[config.mk]
export PLATFORM = sky130hd
export DESIGN_NAME = uart_tx_framer_flat
export DESIGN_NICKNAME = d
export VERILOG_FILES = /design/src/rtl/uart_tx_framer_if.sv /design/src/rtl/uart_tx_framer.sv /design/src/flat_wrapper.sv
export SDC_FILE = /design/constraint.sdc
export NUM_CORES = 1
export LEC_CHECK = 0
export CAP_MARGIN = 20
export CORE_MARGIN = 2
export CORE_UTILIZATION = 25
export DETAILED_ROUTE_END_ITERATION = 7
export PLACE_DENSITY = 0.49
export SLEW_MARGIN = 20
export SYNTH_ARGS = -nofsm -noshare
export SYNTH_HDL_FRONTEND = slang
export SYNTH_SLANG_ARGS = --single-unit
[constraint.sdc]
create_clock -name uart_sampling_clk -period 2.6 [get_ports uart_sampling_clk]
set_clock_uncertainty 0.15 [all_clocks]
set_input_delay 0.78 -clock uart_sampling_clk [delete_from_list [all_inputs] [get_ports uart_sampling_clk]]
set_output_delay 0.78 -clock uart_sampling_clk [all_outputs]
set_load 0.01 [all_outputs]
[src/rtl/uart_tx_framer_if.sv]
// Host-side handshake bundle for uart_tx_framer: payload offer/accept
// plus the single-cycle acknowledge and resend requests.
interface uart_tx_framer_if #(
  parameter int DATA_W = 8
);
  logic [DATA_W-1:0] tx_data;
  logic              tx_valid;
  logic              tx_ready;
  logic              ack;
  logic              resend;

  modport master (output tx_data, tx_valid, ack, resend, input tx_ready);
  modport slave  (input tx_data, tx_valid, ack, resend, output tx_ready);
endinterface

[src/rtl/uart_tx_framer.sv]
// UART transmit framer: start/data/optional parity/stop sequencing at
// OVERSAMPLE clocks per bit, with RTS flow control and ack/resend frames.
module uart_tx_framer #(
  parameter int         DATA_W      = 8,
  parameter int         OVERSAMPLE  = 16,
  parameter int         STOP_BITS   = 1,
  parameter int         PARITY      = 0,
  parameter logic [7:0] ACK_CODE    = 8'hAA,
  parameter logic [7:0] RESEND_CODE = 8'hCC
) (
  input  logic             uart_sampling_clk,
  input  logic             rst_n,
  uart_tx_framer_if.slave  host,
  input  logic             USB_RTS,
  output logic             USB_TX,
  output logic             busy,
  output logic             frame_done,
  output logic             aborted
);

  localparam int BC_W = $clog2(DATA_W + 4);
  localparam int SC_W = $clog2(OVERSAMPLE);

  localparam logic [BC_W-1:0]   DATA_LAST  = BC_W'(DATA_W - 1);
  localparam logic [BC_W-1:0]   STOP_LAST  = BC_W'(STOP_BITS - 1);
  localparam logic [SC_W-1:0]   SAMPLE_END = SC_W'(OVERSAMPLE - 1);
  localparam logic [DATA_W-1:0] ACK_P      = DATA_W'(ACK_CODE);
  localparam logic [DATA_W-1:0] RESEND_P   = DATA_W'(RESEND_CODE);

  localparam logic [2:0] IDLE  = 3'd0;
  localparam logic [2:0] START = 3'd1;
  localparam logic [2:0] DATA  = 3'd2;
  localparam logic [2:0] PAR   = 3'd3;
  localparam logic [2:0] STOP  = 3'd4;
  localparam logic [2:0] HOLD  = 3'd5;

  localparam logic [1:0] SRC_DATA   = 2'd0;
  localparam logic [1:0] SRC_ACK    = 2'd1;
  localparam logic [1:0] SRC_RESEND = 2'd2;

  logic [2:0]        state, state_nx;
  logic [BC_W-1:0]   bit_cnt;
  logic [SC_W-1:0]   sample_cnt;
  logic [DATA_W-1:0] frame_reg;
  logic [DATA_W-1:0] shifted;
  logic [1:0]        src;
  logic              ack_pend, resend_pend;
  logic              ack_req, resend_req;
  logic              frame_active, bit_end, frame_last, load, par_bit;

  assign resend_req   = resend_pend | host.resend;
  assign ack_req      = ack_pend | host.ack;
  assign frame_active = (state == START) || (state == DATA) ||
                        (state == PAR) || (state == STOP);
  assign bit_end      = (sample_cnt == SAMPLE_END);
  assign frame_last   = (state == STOP) && bit_end && (bit_cnt == STOP_LAST);
  assign load         = (state == IDLE) && !USB_RTS &&
                        (resend_req || ack_req || host.tx_valid);

  // A user payload is only accepted when no control frame is waiting.
  assign host.tx_ready = rst_n && (state == IDLE) && !USB_RTS &&
                         !resend_req && !ack_req;

  assign busy       = (state != IDLE);
  assign frame_done = frame_last && !USB_RTS;
  assign shifted    = frame_reg >> bit_cnt;
  assign par_bit    = (PARITY == 1) ? ~^frame_reg : ^frame_reg;

  always_comb begin
    case (state)
      START:   USB_TX = 1'b0;
      DATA:    USB_TX = shifted[0];
      PAR:     USB_TX = par_bit;
      default: USB_TX = 1'b1;
    endcase
  end

  always_comb begin
    state_nx = state;
    case (state)
      IDLE:  if (load) state_nx = START;
      START: if (USB_RTS) state_nx = HOLD;
             else if (bit_end) state_nx = DATA;
      DATA:  if (USB_RTS) state_nx = HOLD;
             else if (bit_end && bit_cnt == DATA_LAST)
               state_nx = (PARITY != 0) ? PAR : STOP;
      PAR:   if (USB_RTS) state_nx = HOLD;
             else if (bit_end) state_nx = STOP;
      STOP:  if (USB_RTS) state_nx = HOLD;
             else if (frame_last) state_nx = IDLE;
      HOLD:  if (!USB_RTS) state_nx = START;
      default: state_nx = IDLE;
    endcase
  end

  // Counters restart on every state change, so HOLD -> START replays the frame.
  always_ff @(posedge uart_sampling_clk or negedge rst_n) begin
    if (!rst_n) begin
      state       <= IDLE;
      bit_cnt     <= '0;
      sample_cnt  <= '0;
      frame_reg   <= '0;
      src         <= SRC_DATA;
      ack_pend    <= 1'b0;
      resend_pend <= 1'b0;
      aborted     <= 1'b0;
    end else begin
      state   <= state_nx;
      aborted <= frame_active && USB_RTS;

      if (state_nx != state) begin
        sample_cnt <= '0;
        bit_cnt    <= '0;
      end else if (frame_active) begin
        if (bit_end) begin
          sample_cnt <= '0;
          bit_cnt    <= bit_cnt + BC_W'(1);
        end else begin
          sample_cnt <= sample_cnt + SC_W'(1);
        end
      end

      if (load) begin
        if (resend_req) begin
          frame_reg <= RESEND_P;
          src       <= SRC_RESEND;
        end else if (ack_req) begin
          frame_reg <= ACK_P;
          src       <= SRC_ACK;
        end else begin
          frame_reg <= host.tx_data;
          src       <= SRC_DATA;
        end
      end

      // Clearing follows setting so a request during its own frame_done is absorbed.
      if (host.resend) resend_pend <= 1'b1;
      if (host.ack)    ack_pend    <= 1'b1;
      if (frame_done && src == SRC_RESEND) resend_pend <= 1'b0;
      if (frame_done && src == SRC_ACK)    ack_pend    <= 1'b0;
    end
  end

endmodule

[src/flat_wrapper.sv]
// flat-port wrapper written by rule: the top's interface ports become plain ports
module uart_tx_framer_flat 
#(
  parameter int         DATA_W      = 8,
  parameter int         OVERSAMPLE  = 16,
  parameter int         STOP_BITS   = 1,
  parameter int         PARITY      = 0,
  parameter logic [7:0] ACK_CODE    = 8'hAA,
  parameter logic [7:0] RESEND_CODE = 8'hCC
)
  (uart_sampling_clk, rst_n, USB_RTS, USB_TX, busy, frame_done, aborted, host_tx_data, host_tx_valid, host_ack, host_resend, host_tx_ready);
  uart_tx_framer_if #(.DATA_W(DATA_W)) host_i ();
  input  logic uart_sampling_clk;
  input  logic rst_n;
  input  logic USB_RTS;
  output logic USB_TX;
  output logic busy;
  output logic frame_done;
  output logic aborted;
  input wire logic [$bits(host_i.tx_data)-1:0] host_tx_data;
  input wire logic [$bits(host_i.tx_valid)-1:0] host_tx_valid;
  input wire logic [$bits(host_i.ack)-1:0] host_ack;
  input wire logic [$bits(host_i.resend)-1:0] host_resend;
  output wire logic [$bits(host_i.tx_ready)-1:0] host_tx_ready;
  assign host_i.tx_data = host_tx_data;
  assign host_i.tx_valid = host_tx_valid;
  assign host_i.ack = host_ack;
  assign host_i.resend = host_resend;
  assign host_tx_ready = host_i.tx_ready;
  uart_tx_framer #(.DATA_W(DATA_W), .OVERSAMPLE(OVERSAMPLE), .STOP_BITS(STOP_BITS), .PARITY(PARITY), .ACK_CODE(ACK_CODE), .RESEND_CODE(RESEND_CODE)) u_core (.uart_sampling_clk(uart_sampling_clk), .rst_n(rst_n), .host(host_i), .USB_RTS(USB_RTS), .USB_TX(USB_TX), .busy(busy), .frame_done(frame_done), .aborted(aborted));
endmodule
==> results_dict.tcl <==
set metrics [dict create \
    status "finished clean" \
    numClockSinks 24 \
    antenna_found_initial 0 \
    vias 1311 \
    dpl_cell_area_um2 1860 \
    cts.htree.levels 1 \
    netSwitchingPower_mw 0.500 \
    p_seq_share_pct 39.5 \
    min_path_type "flop to flop" \
    dp_slack_ns -0.920 \
    maxCapViolations 0 \
    drt_first_pass_iters 4 \
    power_mw 1.39 \
    rsz0062_at_grt "yes" \
    final_max_slew_viol_count 0 \
    cts_hold_buf 0 \
    vdd_drop_max_uv 395 \
    slew_headroom_pct 67.8 \
    critPathMaxFanout 4 \
    use_met3_pct 3.03 \
    area_delta_synth_final_pct 41.7 \
    cp_slowest_cell "mux4_2" \
    wire_per_inst_um 12.9 \
    cpMostUsedCell "o211ai_1" \
    first_iter_violations 67 \
    ys_types 41 \
    hpwl_mm 2.54 \
    p_leak_nw 0.903 \
    use_met1_pct 15.8 \
    drc 0 \
    cts_tree "done" \
    port-buffer-count 18 \
    ant_nets 0 \
    ys_seq_elements 24 \
    rr_startpoint "u_core.sample_cnt[1]" \
    hold_viol 0 \
    required_ns 1.67 \
    startpoint "u_core.bit_cnt[1]" \
    holdCritStartpoint "u_core.src[0]" \
    worstMarginPinSlew_ns 0.479 \
    cp-end-kind "primary output" \
    clockPowerShare_pct 16.4 \
    synth_area_um2 1460 \
    ctsLongestPathBuffers 2 \
    io_pins 19 \
    grt_max_degree 25 \
    largest_reg_flops 8 \
    track_usage_pct 12.3 \
    cp-start-kind "flop" \
    internal_power_mw 0.891 \
    crit_type "flop to primary output" \
    top_usage_layer "met2" \
    rows 27 \
    cts_made_buffers 3 \
    clkSlewWorstSetupHoldPaths_ns 0.09 \
    synth_nets 177 \
    post_drt_via_cell_ratio 4.63 \
    core_area_um2 5570 \
    dp_cells 263 \
    instances_no_fill 283 \
    crit_chain "buf_6, mux4_2, o211ai_1, o211ai_1, buf_2" \
    synthCells 160 \
    die-area_um2 6480 \
    utilization_pct 37.2 \
    fmaxAchievable_ghz 0.385 \
    netSwitchingFraction_pct 35.9 \
    grt_pass1_vias 1318 \
    final_cell_area_um2 2070 \
    gp_congestion 0.755 \
    synth.yosys.seq_area_share_pct 41.0 \
    final_nets 230 \
    cts-root-buf "clkbuf_8" \
    syn_avg_cell_area_um2 9.15 \
    power.density_nw_per_um2 671 \
    cp.arrival_ns 1.67 \
    setup_ws_ns 0.000483 \
    setup_viol 0 \
    fp.dieW_um 80.5 \
    max_stage_delay_ns 0.48 \
    grt_overflow_total 0 \
    layout-drive-gt1-share_pct 31.8 \
    die_h_um 80.5 \
    grt_first_pass_wirelength_mm 6.14 \
    worstSkewPairLatency_ns 0.27 \
    share_comb_of_total_power_pct 44.1 \
    start_util_pct 26.3 \
    fin_crit_sh_pct 100 \
    detail_route.wirelength_mm 3.66 \
    grtUsageMet2_pct 20.3 \
    finalCriticalPeriod_ns 2.60 \
    ys.warnings.count 0 \
    fillers 576 \
    antenna_cells 0 \
]
[metal layers]
| layer | vias to the layer above | wire (um) | part of all wire, % |
|---|---|---|---|
| met4 | 0 | 38 | 1.0 |
| met3 | 4 | 132 | 3.6 |
| met1 | 611 | 1790 | 49 |
| met5 | - | 0 | 0 |
| met2 | 26 | 1700 | 46 |
| li1 | 670 | - | - |
[cells in the final DEF (no fill, tap or decap), types with 4 or more instances in the layout]
cell,n
a21oi_1,7
nor2_1,16
nand3_1,6
nand2_1,16
dfrtp_1,22
xnor2_1,9
inv_1,5
buf_4,38
buf_2,4
clkdlybuf4s50_1,11
o21ai_0,9
o21ai_1,6
[worst max-delay path: cells and delay by family, from the launching register on]
kind,cells,cell delay [ns]
AO/OA/AOI/OAI,2,0.28
buffers and inverters,2,0.27
flip-flops,1,0.37
multiplexers,1,0.48
[cell usage after synthesis]
| library cell | instances | area [um^2] |
|---|---|---|
| a31oi_1 | 3 | 18.8 |
| buf_2 | 2 | 10.0 |
| mux4_2 | 1 | 22.5 |
| nor3_1 | 3 | 15.0 |
| nor4_4 | 1 | 21.3 |
| dfrtp_1 | 24 | 601 |
| or2_2 | 1 | 6.26 |
| ha_1 | 3 | 37.5 |
| o21ai_1 | 6 | 30.0 |
| nor4b_1 | 1 | 8.76 |
| xnor2_1 | 9 | 78.8 |
| o31a_1 | 1 | 8.76 |
| nor3b_1 | 2 | 15.0 |
| a22o_1 | 2 | 17.5 |
| xor2_1 | 3 | 26.3 |
| nor2_1 | 17 | 63.8 |
| a21oi_1 | 7 | 35.0 |
| mux2_2 | 1 | 11.3 |
| o211ai_1 | 2 | 15.0 |
| or3_1 | 3 | 18.8 |
| a22oi_1 | 1 | 7.51 |
| inv_1 | 5 | 18.8 |
| a311oi_1 | 1 | 8.76 |
| a21oi_2 | 3 | 26.3 |
| o21ai_0 | 9 | 45.0 |
| buf_4 | 1 | 7.51 |
| clkbuf_1 | 7 | 26.3 |
| nand2_1 | 17 | 63.8 |
| o2111ai_4 | 1 | 26.3 |
| nand4_1 | 2 | 12.5 |
| a21o_1 | 1 | 7.51 |
| a221oi_1 | 1 | 8.76 |
| or4_4 | 1 | 11.3 |
| o21ai_4 | 1 | 16.3 |
| and3_1 | 4 | 25.0 |
| o22ai_1 | 1 | 6.26 |
| nand3_1 | 6 | 30.0 |
| and4b_1 | 1 | 10.0 |
| and3b_1 | 1 | 8.76 |
| nor2b_1 | 1 | 6.26 |
| mux2i_1 | 3 | 30.0 |
[through the flow]
stage | TNS [ns] | hold slack, ns
6_report | 0 | 0.371
3_5_place_dp | -2.61 | 0.344
4_1_cts | -0.268 | 0.370
5_1_grt | -0.118 | 0.389
2_1_floorplan | 0 | 0.306
3_3_place_gp | -2.57 | 0.353
[power groups by stage]
stage	Combinational (mW)	Clock (mW)	Sequential, mW
final	0.613	0.228	0.550
after global routing	0.687	0.256	0.560
after CTS	0.606	0.232	0.557
after detailed placement	0.601	0	0.563
after global placement	0.598	0	0.560
after floorplan	0.420	0	0.543
[logic make-up after synthesis]
logic type | count (synthesis) | share of synthesized area (%)
XOR/XNOR | 12 | 7.18
AO/OA/AOI/OAI | 40 | 19.0
buffers and inverters | 15 | 4.27
AND/OR/NAND/NOR | 61 | 21.6
adder cells (fa/ha/maj) | 3 | 2.56
flip-flops | 24 | 41.0
multiplexers | 5 | 4.36
[path summary, 6_finish.rpt]
kind	slack, ns	end	depth (start not counted)
max	0.0005	USB_TX	5
min	0.37	u_core.ack_pend	1
max reg2reg	0.12	u_core.ack_pend	15
min reg2reg	0.37	u_core.ack_pend	1
max in group asynchronous	1.19	u_core.state[0]	2
min in group asynchronous	0.84	u_core.bit_cnt[0]	2
[final cells by class]
| cell class | instances | area, um^2 | area share (%) |
|---|---|---|---|
| Multi-Input combinational cell | 121 | 855 | 41.2 |
| Timing Repair Buffer | 58 | 467 | 22.5 |
| Tap cell | 72 | 90.1 | 4.34 |
| Sequential cell | 24 | 603 | 29.1 |
| Clock buffer | 3 | 41.3 | 1.99 |
| Inverter | 5 | 18.8 | 0.905 |
[what timing repair did]
| action | CTS | global route |
|---|---|---|
| resized for setup | 33 | 6 |
| endpoints found under the setup margin | 4 | 5 |
| setup buffers | 15 | 5 |
| pin swaps | 8 | 5 |
(Power assumes the default switching activity.)
